==> src/rtl/flit_ts_queue.sv <==
// Timestamped flit FIFO: holds flits with injection timestamps and presents the
// head to the flit-queue controller once sim_time has reached the head timestamp.
module flit_ts_queue #(
  parameter int TS_WIDTH   = 8,
  parameter int DATA_WIDTH = 36,
  parameter int LOG_DEPTH  = 3
) (
  input  logic                  clock,
  input  logic                  reset_n,
  input  logic                  enq_valid,
  input  logic [TS_WIDTH-1:0]   enq_ts,
  input  logic [DATA_WIDTH-1:0] enq_data,
  output logic                  enq_ready,
  input  logic [TS_WIDTH-1:0]   sim_time,
  input  logic                  deq,
  output logic                  head_ready,
  output logic [TS_WIDTH-1:0]   head_ts,
  output logic [DATA_WIDTH-1:0] head_data,
  output logic [LOG_DEPTH:0]    count,
  output logic                  err_ovf,
  output logic                  err_unf
);

  localparam int DEPTH = 1 << LOG_DEPTH;
  localparam logic [LOG_DEPTH:0] DEPTH_C = (LOG_DEPTH+1)'(DEPTH);

  // Handshake: a flit is taken on a clock edge where enq_valid && enq_ready;
  // the head is popped on an edge where deq && head_ready. Any other
  // assertion of enq_valid (while full) or deq (while not ready) is an error.
  logic [TS_WIDTH-1:0]   r_mem_ts   [DEPTH];
  logic [DATA_WIDTH-1:0] r_mem_data [DEPTH];
  logic [LOG_DEPTH-1:0]  r_wr_ptr;
  logic [LOG_DEPTH-1:0]  r_rd_ptr;
  logic [LOG_DEPTH:0]    r_count;
  logic                  r_err_ovf;
  logic                  r_err_unf;

  logic                  w_full;
  logic                  w_empty;
  logic                  w_due;
  logic                  w_head_ready;
  logic                  w_enq_acc;
  logic                  w_deq_acc;
  logic [TS_WIDTH-1:0]   w_head_ts;
  logic [DATA_WIDTH-1:0] w_head_data;
  logic [TS_WIDTH-1:0]   w_diff;

  assign w_full  = (r_count == DEPTH_C);
  assign w_empty = (r_count == '0);

  always_comb begin
    w_head_ts   = '0;
    w_head_data = '0;
    if (!w_empty) begin
      w_head_ts   = r_mem_ts[r_rd_ptr];
      w_head_data = r_mem_data[r_rd_ptr];
    end
  end

  // Modular difference below half range means sim_time has reached head_ts.
  assign w_diff       = sim_time - w_head_ts;
  assign w_due        = ~w_diff[TS_WIDTH-1];
  assign w_head_ready = !w_empty && w_due;

  assign w_enq_acc = enq_valid && !w_full;
  assign w_deq_acc = deq && w_head_ready;

  always_ff @(posedge clock) begin
    if (w_enq_acc) begin
      r_mem_ts[r_wr_ptr]   <= enq_ts;
      r_mem_data[r_wr_ptr] <= enq_data;
    end
  end

  always_ff @(posedge clock or negedge reset_n) begin
    if (!reset_n) begin
      r_wr_ptr  <= '0;
      r_rd_ptr  <= '0;
      r_count   <= '0;
      r_err_ovf <= 1'b0;
      r_err_unf <= 1'b0;
    end else begin
      if (w_enq_acc) r_wr_ptr <= r_wr_ptr + 1'b1;
      if (w_deq_acc) r_rd_ptr <= r_rd_ptr + 1'b1;
      case ({w_enq_acc, w_deq_acc})
        2'b10:   r_count <= r_count + 1'b1;
        2'b01:   r_count <= r_count - 1'b1;
        default: r_count <= r_count;
      endcase
      if (enq_valid && w_full)     r_err_ovf <= 1'b1;
      if (deq && !w_head_ready)    r_err_unf <= 1'b1;
    end
  end

  assign enq_ready  = !w_full;
  assign head_ready = w_head_ready;
  assign head_ts    = w_head_ts;
  assign head_data  = w_head_data;
  assign count      = r_count;
  assign err_ovf    = r_err_ovf;
  assign err_unf    = r_err_unf;

endmodule

==> config.mk <==
export PLATFORM = sky130hd
export DESIGN_NAME = flit_ts_queue
export DESIGN_NICKNAME = d
export VERILOG_FILES = /design/src/rtl/flit_ts_queue.sv
export SDC_FILE = /design/constraint.sdc
export NUM_CORES = 1
export LEC_CHECK = 0
export BUFFER_PORTS_ARGS = -buffer_cell sky130_fd_sc_hd__buf_4
export CAP_MARGIN = 30
export CORE_UTILIZATION = 50
export DETAILED_ROUTE_END_ITERATION = 7
export PLACE_DENSITY = 0.72
export REMOVE_ABC_BUFFERS = 1
export SLEW_MARGIN = 20
export SYNTH_ARGS = -nofsm -noshare
export SYNTH_HDL_FRONTEND = slang
export SYNTH_SLANG_ARGS = --single-unit
==> constraint.sdc <==
create_clock -name clock -period 4.55 [get_ports clock]
set_input_delay 0.91 -clock clock [delete_from_list [all_inputs] [get_ports clock]]
set_output_delay 0.91 -clock clock [all_outputs]
set_load 0.03 [all_outputs]
==> reports/qor.yml <==
setup_path:
  crit_family: "simple AND/OR/NAND/NOR gates"
  r2r-start: "r_rd_ptr[0]"
  critPathCaptureType: "output pin"
  reg2regPathDepth: 18
  startpoint_type: "flip-flop"
  path_depth: 12
  path_cells: "mux4_2 -> nand2_1 -> nand2_1 -> nand2_2 -> ha_4 -> a2111oi_4 -> o21ai_1 -> or4bb_1 -> nand2_2 -> xnor2_2 -> nor2_1 -> buf_4"
  cp_max_fo: 6
  required_ps: 3640
  critPathBufInv: 1
  worstSetupPathType: "flip-flop to output pin"
  startpoint: "r_rd_ptr[0]"
  cp_slowest_stage_delay_ps: 580
  cp.arrival_ps: 3540
  slowest_stage: "or4bb_1"
synth:
  yosysWarnings: 0
  synth_area_per_cell_sq_um: 21.12
  yosys-top-cells-count: "edfxtp_1 (352), mux4_2 (86), nor2_1 (46)"
  synth_cell_types: 45
  synth_enable_flop_cells: 352
  syn_area_sq_um: 14260
  synthTopCellsByArea: "edfxtp_1 (74%), mux4_2 (14%), mux2i_1 (2.8%)"
  yosysTopAreaCellShare_pct: 74.13
  synth_flop_cell: "edfxtp_1"
  synth_area_leader_cell: "edfxtp_1"
  synthArstFlopShare_pct: 3.297
  syn_inst: 675
  ys_seq_area_share_pct: 76.24
  synth_most_common_cell: "edfxtp_1"
  synth_seq_cells: 364
detailed_routing:
  remaining_drc_errors: 0
  route.vias.total: 6934
  wl_per_cell_um: 23.43
  via_per_inst: 5.698
  drt_pre_antenna_iters: 5
  drtIter0Drc: 713
  ant_nets: 0
  drt_wl_total_um: 28520
power:
  pwr_density_cell_nw_per_um2: 712.6
  p_leak_uw: 0.005794
  ir_drop_mv: 0.4933
min_path:
  hold_class: "primary input to asynchronous set/reset pin"
floorplan:
  die_h_um: 170.9
  initial_core_util_pct: 51.04
  io_pins: 108
  dieArea_sq_um: 29200
  core_sq_um: 27930
  rows: 61
  die_x_um: 170.9
global_route:
  grt_pass1_vias: 7330
  grt-ovfl-total: 0
  antenna_found_initial: 1
  gr-usage-all-layers_pct: 20.32
  grt_pass1_wl_um: 43170
  grt_start_max_net_pins: 58
layout:
  syn2layout_area_growth_pct: 18.50
  nets: 887
  multi_input_area_sq_um: 3362
  drive_above_1_share_pct: 35.40
  regArea_sq_um: 10880
  fin_area_sq_um: 16900
  n_fill_cell: 2025
  diodes: 0
sta:
  finalCriticalPeriod_ps: 4446
  slew_headroom_pct: 43.02
  finalHoldViolCount: 0
  min_period_over_period_pct: 97.71
  finalSetupViolCount: 0
  finalMaxSlewViolations: 0
  finClkSkew_ps: 16.92
  rsz0062_at_grt: "yes"
  max_freq_ghz: 0.2249
  holdWs_ps: 233.6
  worst_pin_slew_ps: 852.7
clock_tree:
  htree_num_levels: 2
  cts_tree: "done"
  path_clk_slew_ps: 60
  cts-buffers-inserted: 37
  clock_latency_ps: 510
  cts_hold_buffers: 0
  cts_sinks: 364
  clockBufferDepth: 3
  root_buffer: "clkbuf_16"
placement:
  postPlaceCellArea_sq_um: 15660
  gp_congestion: 0.8209
  post-dp-hpwl_um: 16220
  io_buffers: 107
run:
  maxCapViolations: 0
outcome:
  outcome: "finished clean"
## cell type report
class / count / share of cell area (%)
well taps: 378 / 2.799
clock buffers: 43 / 5.613
repair buffers: 136 / 6.524
clock inverters: 16 / 0.5406
multi-input cells: 270 / 19.90
flip-flops and latches: 364 / 64.40
inverters: 10 / 0.2222
## worst reg2reg max path: stages (launching register included)
cell and delay (ps):
dfrtp_4 530, mux4_2 540, nand2_1 80, nand2_1 80
nand2_2 90, ha_4 210, a2111oi_4 310, o21ai_1 120
buf_4 150, nor4bb_2 310, o211ai_1 160, mux2i_2 310
ha_1 270, ha_1 240, a21o_1 180, a21oi_1 200
xnor2_1 150, nor2_1 80, xor2_1 150
## repair_timing
item | 4_1_cts | 5_1_grt
gates resized for setup | 3 | 21
buffers inserted | 5 | 3
endpoints found under the setup margin | 1 | 2
pin swaps | 0 | 8
## metrics by stage
step,total power (uW),setup TNS (ps),utilization (%),worst slack (ps),std cells
floorplan,7806,-86030,-,-2541,644
global placement,9110,0,56.04,267.2,1150
detailed placement,9236,0,56.04,34.12,1150
CTS,11990,0,60.05,11.70,1214
global route,12590,-70.96,60.49,-70.96,1217
finish,12040,0,60.49,104.3,1217
## logic make-up (layout without fill, tap and decap cells)
group,count (synthesis),count (layout),share of synthesized area (%)
xor+xnor,9,9,0.6844
simple gates,102,102,3.194
compound gates,16,16,0.7372
fa+ha+maj,12,12,1.106
flops,364,364,76.24
mux,131,131,16.83
buf+inv,41,205,1.211
## per-layer routing
metal / GRT usage, % / routed length, um
met1: 28.55 / 12460
met3: 3.909 / 1544
met2: 33.08 / 14050
met4: 5.047 / 448
met5: 0 / 13
## state kept, by name, summed over array words and instances, names as in the netlist
name,flops
count,4
r_mem_data,288
err_ovf,1
r_rd_ptr,3
r_wr_ptr,3
err_unf,1
r_mem_ts,64
## where the power goes
part           internal (uW)  switching [uW]
Sequential              4240             294
Clock                   1530            1130
Combinational           2080            2760
## final timing paths
kind	to	slack (ps)
worst max-delay path	head_ready	100
worst min-delay path	err_unf	230
worst max register to register	count[3]	230
worst min register to register	err_ovf	470
max in group asynchronous	r_rd_ptr[0]	4140
min in group clock	err_ovf	470
## cell usage in the layout, fill, tap and decap left out, types with 2 or more instances in the layout
master	count
mux4_2	86
dfrtp_1	9
inv_1	10
nand2_1	23
o21ai_0	4
edfxtp_1	352
clkbuf_16	37
mux2_1	2
clkbuf_1	6
buf_4	128
nor2_1	40
nor3_2	2
clkinv_1	11
mux2i_1	40
buf_12	4
nand2b_1	9
ha_4	2
clkinv_2	4
xnor2_1	3
buf_6	3
nand3_1	3
nor2_4	6
a21oi_1	2
ha_1	8
xor2_1	4
nand2_2	5
nor3_1	2
nand4_1	2
dfrtp_4	3
(Power assumes the default switching activity.)
